**src/rtl/wave_burst_monitor.sv**
```systemverilog
// -----------------------------------------------------------------------------
// wave_burst_monitor
//
// Watches a DDS output stream and measures each burst of valid samples.
// A burst is a run of consecutive cycles with wave_in_valid=1. For every
// burst the block reports:
//   - the number of valid samples,
//   - the number of upward midscale crossings (with arming hysteresis),
//   - the index distance between the first and the last crossing,
//   - the largest and smallest sample,
//   - a flag that is set if any counter saturated.
// The results are registered on the cycle valid falls. res_valid pulses for
// one cycle after that. The res_* ports then hold until the next pulse.
//
// Ports
//   clk            in   single clock, rising edge
//   rst            in   synchronous, active-high reset
//   wave_in_valid  in   sample strobe; high = sample belongs to the burst
//   wave_in        in   DATA_WIDTH offset-binary sample (midscale = 2^(W-1))
//   res_valid      out  one-cycle pulse; result ports just updated
//   res_len        out  valid samples in the last burst
//   res_xcnt       out  upward midscale crossings in the last burst
//   res_span       out  index of last crossing minus index of first (0 if <2)
//   res_max        out  largest sample of the last burst
//   res_min        out  smallest sample of the last burst
//   res_ovf        out  a counter saturated during the last burst
//   busy           out  high while a burst is being measured
// -----------------------------------------------------------------------------
module wave_burst_monitor #(
    parameter int DATA_WIDTH = 16,
    parameter int CNT_WIDTH  = 24,
    parameter int XCNT_WIDTH = 8,
    parameter int HYST       = 256
) (
    input  logic                  clk,
    input  logic                  rst,
    input  logic                  wave_in_valid,
    input  logic [DATA_WIDTH-1:0] wave_in,
    output logic                  res_valid,
    output logic [CNT_WIDTH-1:0]  res_len,
    output logic [XCNT_WIDTH-1:0] res_xcnt,
    output logic [CNT_WIDTH-1:0]  res_span,
    output logic [DATA_WIDTH-1:0] res_max,
    output logic [DATA_WIDTH-1:0] res_min,
    output logic                  res_ovf,
    output logic                  busy
);

    localparam logic [DATA_WIDTH-1:0] MID       = {1'b1, {(DATA_WIDTH-1){1'b0}}};
    localparam logic [DATA_WIDTH-1:0] ARM_LEVEL = MID - DATA_WIDTH'(HYST);
    localparam logic [CNT_WIDTH-1:0]  CNT_MAX   = '1;
    localparam logic [XCNT_WIDTH-1:0] XCNT_MAX  = '1;

    typedef enum logic {
        IDLE   = 1'b0,
        ACTIVE = 1'b1
    } state_t;

    state_t state_q, state_d;

    // Control strobes decoded from state and valid.
    logic start_burst;
    logic update_burst;
    logic end_burst;

    // Burst accumulators.
    logic [CNT_WIDTH-1:0]  idx_q;
    logic [CNT_WIDTH-1:0]  len_q;
    logic [XCNT_WIDTH-1:0] xcnt_q;
    logic [CNT_WIDTH-1:0]  first_idx_q;
    logic [CNT_WIDTH-1:0]  last_idx_q;
    logic                  have_first_q;
    logic                  have_second_q;
    logic                  armed_q;
    logic [DATA_WIDTH-1:0] max_q;
    logic [DATA_WIDTH-1:0] min_q;
    logic                  ovf_q;

    // Saturating next values and crossing detection.
    logic                  idx_sat;
    logic                  len_sat;
    logic                  xcnt_sat;
    logic [CNT_WIDTH-1:0]  idx_next;
    logic [CNT_WIDTH-1:0]  len_next;
    logic [XCNT_WIDTH-1:0] xcnt_next;
    logic                  crossing;
    logic                  below_arm;

    assign idx_sat   = (idx_q == CNT_MAX);
    assign len_sat   = (len_q == CNT_MAX);
    assign xcnt_sat  = (xcnt_q == XCNT_MAX);
    assign idx_next  = idx_sat  ? idx_q  : idx_q + 1'b1;
    assign len_next  = len_sat  ? len_q  : len_q + 1'b1;
    assign xcnt_next = xcnt_sat ? xcnt_q : xcnt_q + 1'b1;

    // A crossing needs a prior dip below MID-HYST. Small wiggles around
    // midscale therefore do not count.
    assign crossing  = armed_q && (wave_in >= MID);
    assign below_arm = (wave_in < ARM_LEVEL);

    assign busy = (state_q == ACTIVE);

    // Next-state and strobe decode.
    always_comb begin
        // NOTE: every output of this block gets a default first, so no path
        // leaves a signal unassigned and no latch is inferred.
        state_d      = state_q;
        start_burst  = 1'b0;
        update_burst = 1'b0;
        end_burst    = 1'b0;
        case (state_q)
            IDLE: begin
                if (wave_in_valid) begin
                    state_d     = ACTIVE;
                    start_burst = 1'b1;
                end
            end
            ACTIVE: begin
                if (wave_in_valid) begin
                    update_burst = 1'b1;
                end else begin
                    state_d   = IDLE;
                    end_burst = 1'b1;
                end
            end
            default: state_d = IDLE;
        endcase
    end

    // State register, accumulators and result registers.
    always_ff @(posedge clk) begin
        // NOTE: sequential state uses non-blocking assignments only. All
        // registers then sample the same pre-edge values.
        if (rst) begin
            state_q       <= IDLE;
            idx_q         <= '0;
            len_q         <= '0;
            xcnt_q        <= '0;
            first_idx_q   <= '0;
            last_idx_q    <= '0;
            have_first_q  <= 1'b0;
            have_second_q <= 1'b0;
            armed_q       <= 1'b0;
            max_q         <= '0;
            min_q         <= '1;
            ovf_q         <= 1'b0;
            res_valid     <= 1'b0;
            res_len       <= '0;
            res_xcnt      <= '0;
            res_span      <= '0;
            res_max       <= '0;
            res_min       <= '1;
            res_ovf       <= 1'b0;
        end else begin
            state_q   <= state_d;
            res_valid <= end_burst;

            if (start_burst) begin
                // The first sample is index 0. It is never a crossing and
                // does not arm the detector.
                idx_q         <= '0;
                len_q         <= CNT_WIDTH'(1);
                xcnt_q        <= '0;
                first_idx_q   <= '0;
                last_idx_q    <= '0;
                have_first_q  <= 1'b0;
                have_second_q <= 1'b0;
                armed_q       <= 1'b0;
                max_q         <= wave_in;
                min_q         <= wave_in;
                ovf_q         <= 1'b0;
            end

            if (update_burst) begin
                idx_q <= idx_next;
                len_q <= len_next;
                ovf_q <= ovf_q | idx_sat | len_sat | (crossing & xcnt_sat);
                if (wave_in > max_q) max_q <= wave_in;
                if (wave_in < min_q) min_q <= wave_in;

                if (crossing) begin
                    xcnt_q  <= xcnt_next;
                    armed_q <= 1'b0;
                    if (!have_first_q) begin
                        first_idx_q  <= idx_next;
                        have_first_q <= 1'b1;
                    end else begin
                        last_idx_q    <= idx_next;
                        have_second_q <= 1'b1;
                    end
                end else if (below_arm) begin
                    armed_q <= 1'b1;
                end
            end

            if (end_burst) begin
                res_len  <= len_q;
                res_xcnt <= xcnt_q;
                res_span <= have_second_q ? (last_idx_q - first_idx_q) : '0;
                res_max  <= max_q;
                res_min  <= min_q;
                res_ovf  <= ovf_q;
            end
        end
    end

endmodule

```
**config.mk**
```make
export PLATFORM = sky130hd
export DESIGN_NAME = wave_burst_monitor
export DESIGN_NICKNAME = d
export VERILOG_FILES = /design/src/rtl/wave_burst_monitor.sv
export SDC_FILE = /design/constraint.sdc
export NUM_CORES = 1
export LEC_CHECK = 0
export CORE_ASPECT_RATIO = 0.7
export CORE_MARGIN = 2
export CORE_UTILIZATION = 55
export DETAILED_ROUTE_END_ITERATION = 16
export DONT_BUFFER_PORTS = 1
export PLACE_DENSITY = 0.76
export SYNTH_ARGS = -nofsm -noshare
export SYNTH_HDL_FRONTEND = slang
export SYNTH_SLANG_ARGS = --single-unit
export TNS_END_PERCENT = 5
```
**constraint.sdc**
```tcl
create_clock -name clk -period 3.2 [get_ports clk]
set_input_delay 0.32 -clock clk [delete_from_list [all_inputs] [get_ports clk]]
set_output_delay 0.32 -clock clk [all_outputs]
set_load 0.01 [all_outputs]
```
== After elaboration in Yosys (flattened, before gate mapping) ==
Cells that the tools add are included.
Cells by class
  add/sub/neg operators: 4
  $mul: 0
  divide/modulo/power cells: 0
  $lt $le $gt $ge: 4
  equality and inequality tests: 5
  shift-type cells: 0
  multiplexer cells: 44
  bitwise gates (word level): 4
  reductions and logical operators: 3
Operators by type and width (number)
  $mux 24: 15
  $mux 16: 6
  $add 24x1->24 const B: 2
  $eq 24x24->1 const B: 2
  $mux 8: 4
  $sub 24x24->24: 1
  $mux 1: 19
  $ge 16x16->1 const B: 1
  $gt 16x16->1: 1
  $lt 16x15->1 const B: 1
  $lt 16x16->1: 1
  $add 8x1->8 const B: 1
  $eq 8x8->1 const B: 1
  $ne 3x3->1 const B: 1
  $or 1x1->1: 3
  $ne 2x2->1 const B: 1
  $reduce_and 2->1: 1
  $reduce_bool 2->1: 1
  $and 1x1->1: 1
  $logic_and 1x1->1: 1
Word-level totals
  register bits: 231
  bits in latches: 0
  RAM bits: 0
  memory bits (read-only): 0
  bits of input ports: 19
  logic and storage cells: 83
  memories kept: 0

== Logic depth before layout (Yosys ltp) ==
Gate-level depths: netlist of the first run.
  word-level depth: 6
  gate-level depth with buffers: 11

== Worst setup path before layout of the first run ==
Ideal clock, no wire load.
  path kind: register to register
  from: reg last_idx_q[0]
  to: reg res_span[14]
  arrival time: 2.288 ns
  required time: 3.072 ns
  path slack: 0.784 ns
  stages on the path, launching flop included: 12
  buffers on the path: 0
  clock period less this slack: 2.416 ns
  path through: dfxtp_1 > inv_1 > ha_1 > inv_1 > fa_1 > a21o_1 > a221oi_2 > o21ai_1 > a21boi_0 > o21ai_0 > xnor2_1 > o21ai_0
On the way
  word-level cells in the longest chain between the ends: 2
Ends and longest elaborated chain
  start: declaration: line 71  | logic [CNT_WIDTH-1:0] last_idx_q;
  start signal: assignment: line 188  | last_idx_q <= idx_next;
  $sub 24x24->24: line 199  | res_span <= have_second_q ? (last_idx_q - first_idx_q) : '0;
  $mux 24: line 199
  end signal: assignment: line 199
  end: declaration: line 42  | output logic [CNT_WIDTH-1:0] res_span,
No other way between the ends.
A chain may end at the register's enable or synchronous reset.

== Final worst setup path of the first run ==
  from: reg last_idx_q[0]
  to: reg res_span[16]
The elaborated chain is that of the path after synthesis.

==> results of run 1 <==
==> sequential cells by signal (all words and copies together), names as in the netlist, 8 cells and up <==
signal / flops
min_q: 16
res_span: 24
res_len: 24
res_xcnt: 8
last_idx_q: 24
xcnt_q: 8
idx_q: 24
len_q: 24
res_min: 16
first_idx_q: 24
max_q: 16
res_max: 16
==> area by class of cell <==
type,instances,area (µm²),share of cell area
tap,270,338,0.0282
inverter,67,251,0.0210
timing repair buffer,34,323,0.0269
clock inverter,11,96.3,0.00803
multi-input combinational,974,5740,0.478
clock buffer,28,624,0.0520
sequential,231,4620,0.385
==> cell usage after synthesis (4+ instances only) <==
cell / instances
nor2b_1: 4
or3_1: 4
nand4_1: 16
nor2_1: 112
o21a_1: 7
o2111ai_1: 4
clkbuf_1: 56
xnor2_1: 28
mux2i_1: 18
and2_1: 6
a31oi_1: 22
nor3_1: 33
o21ai_0: 81
nor4_1: 4
nand2_1: 232
ha_1: 57
o211ai_1: 23
a21oi_1: 132
and4_1: 5
inv_1: 66
and3_1: 18
o21ai_1: 6
nand2b_1: 8
nand3_1: 40
dfxtp_1: 231
a21o_1: 6
a22oi_1: 13
a211oi_1: 7
xor2_1: 30
==> how the worst min path moves through the flow <==
stage | from | to | slack (ps) | cells past startpoint
floorplan | rst | res_valid | 410 | 1
global placement | rst | res_span[6] | 410 | 1
detailed placement | rst | res_span[6] | 410 | 1
CTS | wave_in_valid | idx_q[3] | 0.8 | 2
global route | rst | min_q[7] | 20 | 2
finish | wave_in_valid | idx_q[3] | 30 | 2
==> per-layer routing <==
metal | GRT usage | up-vias | wire (µm)
met2 | 0.372 | 328 | 10900
met4 | 0.0551 | 0 | 432
met1 | 0.386 | 4407 | 12900
met5 | 0 | - | 0
li1 | - | 4632 | -
met3 | 0.0806 | 35 | 2910
==> power breakdown <==
part / switching [mW] / internal [mW] / total, mW
logic: 0.229 / 0.133 / 0.362
registers: 0.0372 / 2.92 / 2.96
clock network: 1.12 / 1.47 / 2.60
total: 1.39 / 4.53 / 5.92
==> logic make-up after synthesis <==
logic type               synth area share
AO/OA/AOI/OAI                       0.184
adder cells (fa/ha/maj)            0.0673
multiplexers                       0.0186
buffers and inverters              0.0511
AND/OR/NAND/NOR                     0.208
flip-flops                          0.424
XOR/XNOR                           0.0466
==> timing repair <==
item	CTS	global route
hold endpoints to repair	123	0
hold buffers	20	0
gates resized for setup	0	0
==> results_dict.tcl, run 1 <==
set metrics [dict create \
    dr.first_iter.drc_count 689 \
    cp-start-kind "register" \
    worstSetupPathType "reg -> reg" \
    antenna_left 0 \
    hold_path_class "in -> reg" \
    cts_post_setup_buffers_inserted 0 \
    setup_viol 0 \
    cp-startpoint "last_idx_q[0]" \
    place_area_mm2 0.0111 \
    die_w_um 172 \
    dp_hpwl_mm 18.0 \
    fmax_mhz 352 \
    slowest_stage "a21boi_0" \
    final_nets 1408 \
    drive_gt1_frac 0.0572 \
    syn-cell-area_mm2 0.0109 \
    worstPathArrival_ps 3210 \
    antenna_found_initial 0 \
    async_flop_share 0 \
    die_height_um 122 \
    outcome "finished clean" \
    grt.total_usage 0.261 \
    gp_congestion 0.915 \
    synth-seq-area-share 0.424 \
    syn_inst 1340 \
    setup_slack_ps 357 \
    nFillCells 1732 \
    tightestPinTransition_ps 1260 \
    drv_slew 0 \
    synth_edf_count 0 \
    fin_skew_ps 8.60 \
    r2r_end "res_span[16]" \
    ys_top_cells_by_area "dfxtp_1 (42%), nand2_1 (8.0%), ha_1 (6.5%)" \
    synth_top_area_cell "dfxtp_1" \
    path_common_cell "inv_1" \
    endpoint "res_span[16]" \
    grt_pass1_wl_mm 43.9 \
    crit_family "compound AO/OA/AOI/OAI gates" \
    worstPathRequired_ps 3570 \
    area_growth_syn_to_layout_pct 10.1 \
    tns_ps 0 \
    final_cell_mix "nand2_1 (232), dfxtp_1 (231), a21oi_1 (132)" \
    wire_per_inst_um 16.8 \
    crit_chain "inv_1 -> ha_1 -> inv_1 -> fa_1 -> a21o_1 -> a221oi_2 -> o21ai_1 -> a21boi_0 -> o21bai_1 -> xnor2_1 -> o21ai_0" \
    cts_tree "yes" \
    rr_startpoint "last_idx_q[0]" \
    synth_cell_types 73 \
    cts.htree.levels 1 \
    holdWs_ps 25.2 \
    avgViaCountPerCell 5.82 \
    power.density_mw_per_mm2 493 \
    layout.cells.non_filler 1615 \
    leakage_nw 4.63 \
    synth_top_area_share 0.424 \
    grt_overflow_total 0 \
    rows 43 \
    crit_path_max_incr_delay_ps 530 \
    place_inst 1556 \
    mostFrequentLayoutCell "nand2_1" \
    dr.pass1.iters 6 \
    insertedDiodeCount 0 \
    peakVddDrop_mv 0.399 \
    yosys_register_bits 231 \
    cts_sinks 231 \
    synthesis.nets 1417 \
    fin_util 0.611 \
    stdcell_area_mm2 0.0120 \
    drc 0 \
    ios 110 \
    max_slew_margin 0.162 \
    root_buffer "clkbuf_16" \
    critPathBufInv 2 \
    via_count 9402 \
    fp.dieArea_mm2 0.0210 \
    clkTransAtPathRegs_ps 60 \
    grt_max_degree 108 \
    cp_num_cells 11 \
    clk_latency_ps 520 \
    routed_wl_mm 27.2 \
    cts-buffers-inserted 23 \
    yosysWarnings 0 \
    hold_violations 0 \
    synthFlopType "dfxtp_1" \
    cp-end-kind "register" \
    grt_pass1_vias 8555 \
    reg2reg_depth 11 \
    fin_total_pwr_mw 5.92 \
    io_buffers 0 \
    coreArea_mm2 0.0196 \
    clock_path_buffers 3 \
    drv_cap 0 \
    rrSetupSlack_ps 360 \
    avgSynthCellArea_um2 8.13 \
    grt_setup_unrepaired "no" \
    start_util 0.555 \
    worst-path-max-fanout 5 \
    period_share 0.888 \
    final.min_clock_period_ps 2840 \
    post-place-ws_ps 408 \
]
No activity file was read; power rests on OpenSTA's default activity.
==> run 2, diff against run 1 <==
clock period = 2.65 ns   (was 3.2 ns; I/O delays follow)
==> run 2 against run 1 <==
Against the previous run:
- die area did not move
- sequential share of layout area fell by 0.47 points
- sequential power rose by 21%
- setup slack got worse by 230 ps
- critical endpoint is now res_span[22]
- via count rose by 0.54%
- global-route usage rose by 0.59 points
==> results_dict.tcl, run 2 (synthesized netlist as in run 1, its figures left out) <==
set metrics [dict create \
    avgViaCountPerCell 5.80 \
    tns_ps 0 \
    final_cell_mix "nand2_1 (232), dfxtp_1 (231), a21oi_1 (132)" \
    clk_latency_ps 520 \
    worstPathRequired_ps 3090 \
    dr.first_iter.drc_count 828 \
    dp_hpwl_mm 18.5 \
    period_share 0.951 \
    mostFrequentLayoutCell "nand2_1" \
    grt_max_degree 123 \
    gp_congestion 0.904 \
    seq_area_mm2 0.00462 \
    drv_cap 0 \
    cp-start-kind "register" \
    final_nets 1423 \
    multi_input_area_mm2 0.00577 \
    die_height_um 122 \
    tightestPinTransition_ps 1230 \
    rows 43 \
    grt_pass1_vias 8643 \
    cts_tree "yes" \
    outcome "finished clean" \
    cts-buffers-inserted 23 \
    cts_sinks 231 \
    clkTransAtPathRegs_ps 70 \
    max_slew_margin 0.174 \
    grt_overflow_total 0 \
    crit_path_max_incr_delay_ps 350 \
    antenna_found_initial 0 \
    drc 0 \
    wire_per_inst_um 17.2 \
    setup_viol 0 \
    grt_pass1_wl_mm 45.0 \
    final.min_clock_period_ps 2520 \
    die_w_um 172 \
    peakVddDrop_mv 0.523 \
    routed_wl_mm 28.0 \
    ios 110 \
    path_common_cell "inv_1" \
    fin_total_pwr_mw 7.18 \
    slowest_stage "fa_2" \
    crit_chain "inv_1 -> ha_1 -> inv_1 -> fa_2 -> a21o_1 -> a221oi_4 -> o21ai_2 -> and3b_1 -> a211o_1 -> or3_1 -> nand3_1" \
    place_inst 1569 \
    cts.htree.levels 1 \
    cp-end-kind "register" \
    worst-path-max-fanout 3 \
    insertedDiodeCount 0 \
    root_buffer "clkbuf_16" \
    io_buffers 0 \
    drive_gt1_frac 0.0676 \
    hold_path_class "in -> reg" \
    stdcell_area_mm2 0.0121 \
    dr.pass1.iters 5 \
    fin_skew_ps 17.5 \
    via_count 9453 \
    area_growth_syn_to_layout_pct 11.4 \
    worstPathArrival_ps 2960 \
    antenna_left 0 \
    worstSetupPathType "reg -> reg" \
    grt.total_usage 0.267 \
    coreArea_mm2 0.0196 \
    place_area_mm2 0.0112 \
    power.density_mw_per_mm2 591 \
    clock_path_buffers 3 \
    start_util 0.555 \
    grt_setup_unrepaired "yes" \
    nFillCells 1716 \
    drv_slew 0 \
    hold_violations 0 \
    fp.dieArea_mm2 0.0210 \
    fmax_mhz 397 \
    layout.cells.non_filler 1630 \
    leakage_nw 4.70 \
]
==> run 2: cell type report <==
cell class              count  area share
multi-input cells         974       0.475
flip-flops and latches    231       0.381
clock buffers              32      0.0535
repair buffers             49      0.0361
well taps                 270      0.0278
inverters                  67      0.0207
clock inverters             7     0.00598
==> run 2: metal layers <==
layer | vias up | global-route usage | part of all wire
met5 | - | 0 | 0
met3 | 44 | 0.0721 | 0.10
met4 | 0 | 0.0525 | 0.018
li1 | 4652 | - | -
met1 | 4414 | 0.399 | 0.48
met2 | 343 | 0.385 | 0.40
==> run 2: worst max-delay path, delay by kind of cell, from the launching register on <==
kind	cells	cell delay (ps)
flip-flops	1	320
AO/OA/AOI/OAI	4	900
buffers and inverters	2	130
adder cells (fa/ha/maj)	2	520
AND/OR/NAND/NOR	3	580
==> run 2: metrics by stage <==
step,setup slack [ps],hold slack (ps),util
after floorplan,234,357,-
after global placement,162,353,0.568
after detailed placement,47.4,358,0.568
after CTS,5.18,2.10,0.616
after global routing,-34.3,14.6,0.618
final,130,13.4,0.618
==> run 2: path summary, 6_finish.rpt <==
kind / startpoint / endpoint / slack, ps / depth (start not counted)
max: last_idx_q[0] / res_span[22] / 130 / 11
min reg2reg: first_idx_q[20] / first_idx_q[20] / 450 / 2
min: wave_in_valid / idx_q[19] / 10 / 2
max reg2reg: last_idx_q[0] / res_span[22] / 130 / 11
==> run 2: what timing repair did <==
action / CTS / global route
hold buffers: 21 / 0
setup buffers: 0 / 1
setup endpoints to repair: 0 / 7
hold endpoints to repair: 125 / 0
resized for setup: 0 / 7
==> run 2: power by group <==
part	total [mW]	internal (mW)	switching [mW]
registers	3.57	3.53	0.0452
clock network	3.16	1.81	1.36
logic	0.445	0.164	0.281
total	7.18	5.50	1.68
==> run 3, diff against run 2 <==
CORE_UTILIZATION = 56   (was 55)
PLACE_DENSITY = 0.77   (was 0.76)
REMOVE_ABC_BUFFERS = 1   (was not set)
==> run 3 against run 2 <==
Against the previous run:
- non-clock buffer count down 3
- clock skew up 7.1 ps
- hold slack worse by 6.1 ps
- via count up 0.17%
- total power up 2.2%
- core utilization up 2.1 points
- combinational power up 1%
- setup slack worse by 1.7 ps
- global-route usage about the same
- fmax about the same
- sequential share of layout area about the same
- critical path type unchanged
- critical endpoint unchanged
- largest power group unchanged
==> results_dict.tcl, run 3 (synthesized netlist as in run 1, its figures left out) <==
set metrics [dict create \
    worstSetupPathType "reg -> reg" \
    max_slew_margin 0.408 \
    cp_num_cells 11 \
    clk_latency_ps 530 \
    clock_path_buffers 3 \
    coreArea_mm2 0.0190 \
    die_w_um 171 \
    dr.pass1.iters 5 \
    peakVddDrop_mv 0.435 \
    avgViaCountPerCell 5.85 \
    via_count 9469 \
    final_nets 1420 \
    dp_hpwl_mm 18.2 \
    grt_pass1_wl_mm 44.8 \
    dr.first_iter.drc_count 831 \
    cts_tree "yes" \
    fmax_mhz 397 \
    antenna_left 0 \
    mostFrequentLayoutCell "nand2_1" \
    drive_gt1_frac 0.0671 \
    final_cell_mix "nand2_1 (232), dfxtp_1 (231), a21oi_1 (132)" \
    crit_chain "inv_1 -> ha_1 -> inv_1 -> fa_2 -> a21o_1 -> a221oi_2 -> o21ai_1 -> and3b_1 -> a211o_1 -> or3_1 -> nand3_1" \
    worstPathRequired_ps 3100 \
    antenna_found_initial 0 \
    cp-startpoint "last_idx_q[0]" \
    insertedDiodeCount 0 \
    grt_max_degree 125 \
    io_buffers 0 \
    cts.htree.levels 1 \
    die_height_um 121 \
    root_buffer "clkbuf_16" \
    fin_skew_ps 24.6 \
    period_share 0.952 \
    cp-start-kind "register" \
    grt_pass1_vias 8823 \
    drv_slew 0 \
    drv_cap 0 \
    ios 110 \
    critPathBufInv 2 \
    power.density_mw_per_mm2 605 \
    cts_sinks 231 \
    rows 42 \
    fin_util 0.640 \
    gp_congestion 0.916 \
    setup_viol 0 \
    slowest_stage "fa_2" \
    hold_path_class "in -> reg" \
    grt_overflow_total 0 \
    grt.total_usage 0.266 \
    routed_wl_mm 27.3 \
    area_growth_syn_to_layout_pct 11.3 \
    drc 0 \
    worst-path-max-fanout 3 \
    fin_total_pwr_mw 7.34 \
    endpoint "res_span[22]" \
    path_common_cell "inv_1" \
    final.min_clock_period_ps 2520 \
    tightestPinTransition_ps 889 \
    outcome "finished clean" \
    start_util 0.575 \
    worstPathArrival_ps 2970 \
    rr_startpoint "last_idx_q[0]" \
    r2r_end "res_span[22]" \
    clkTransAtPathRegs_ps 60 \
    cts-buffers-inserted 23 \
    cp-end-kind "register" \
    grt_setup_unrepaired "yes" \
    holdWs_ps 7.26 \
    crit_path_max_incr_delay_ps 350 \
    wire_per_inst_um 16.9 \
    rrSetupSlack_ps 130 \
    reg2reg_depth 11 \
    tns_ps 0 \
    hold_violations 0 \
    fp.dieArea_mm2 0.0206 \
    leakage_nw 4.71 \
    crit_family "compound AO/OA/AOI/OAI gates" \
    cts_post_setup_buffers_inserted 0 \
]
-- run 3: final cells by class --
| type | instances | area [µm²] |
|---|---|---|
| Tap cell | 264 | 330 |
| Fill cell | 1604 | 6840 |
| Multi-Input combinational cell | 974 | 5750 |
| Timing Repair Buffer | 46 | 425 |
| Sequential cell | 231 | 4620 |
| Clock buffer | 27 | 621 |
| Inverter | 67 | 251 |
| Clock inverter | 11 | 134 |
-- run 3: metal layers --
layer  wire (µm)  vias up  global-route usage
li1            -     4665                   -
met1       12900     4449               0.386
met2       11800      310               0.406
met3        2110       45              0.0520
met4         566        0              0.0673
met5           0        -                   0
-- run 3: worst min-delay path by stage --
| stage | depth (start not counted) | end | startpoint | slack [ps] |
|---|---|---|---|---|
| 6_report | 2 | idx_q[2] | wave_in_valid | 7 |
| 5_1_grt | 2 | idx_q[19] | wave_in_valid | 20 |
| 4_1_cts | 2 | idx_q[2] | wave_in_valid | 2 |
| 3_5_place_dp | 1 | res_len[13] | rst | 340 |
| 3_3_place_gp | 1 | res_len[12] | rst | 340 |
| 2_1_floorplan | 1 | idx_q[23] | rst | 330 |
-- run 3: stage by stage --
stage / instances / setup WS [ps] / area [µm²]
6_report: 1620 / 128 / 12100
5_1_grt: 1620 / -31.1 / 12100
4_1_cts: 1620 / 70.4 / 12100
3_5_place_dp: 1562 / 108 / 11200
3_3_place_gp: 1562 / 151 / 11200
2_1_floorplan: 1272 / -1160 / 10600
-- run 3: where the power goes --
| group | switching (mW) | leakage, nW | internal [mW] |
|---|---|---|---|
| Combinational | 0.282 | 2.46 | 0.169 |
| Clock | 1.36 | 0.380 | 1.95 |
| Sequential | 0.0445 | 1.87 | 3.53 |
-- run 3: repair_timing --
| item | 4_1_cts | 5_1_grt |
|---|---|---|
| hold buffers | 20 | 0 |
| resized for setup | 0 | 3 |
| endpoints found under the hold margin | 126 | 0 |
| endpoints found under the setup margin | 0 | 6 |
-- run 3: worst reg2reg max path, stage by stage, from the launching register on --
cell and delay, ps:
dfxtp_1 310, inv_1 50, ha_1 140, inv_1 50
fa_2 350, a21o_1 200, a221oi_2 280, o21ai_1 120
and3b_1 220, a211o_1 330, or3_1 320, nand3_1 70
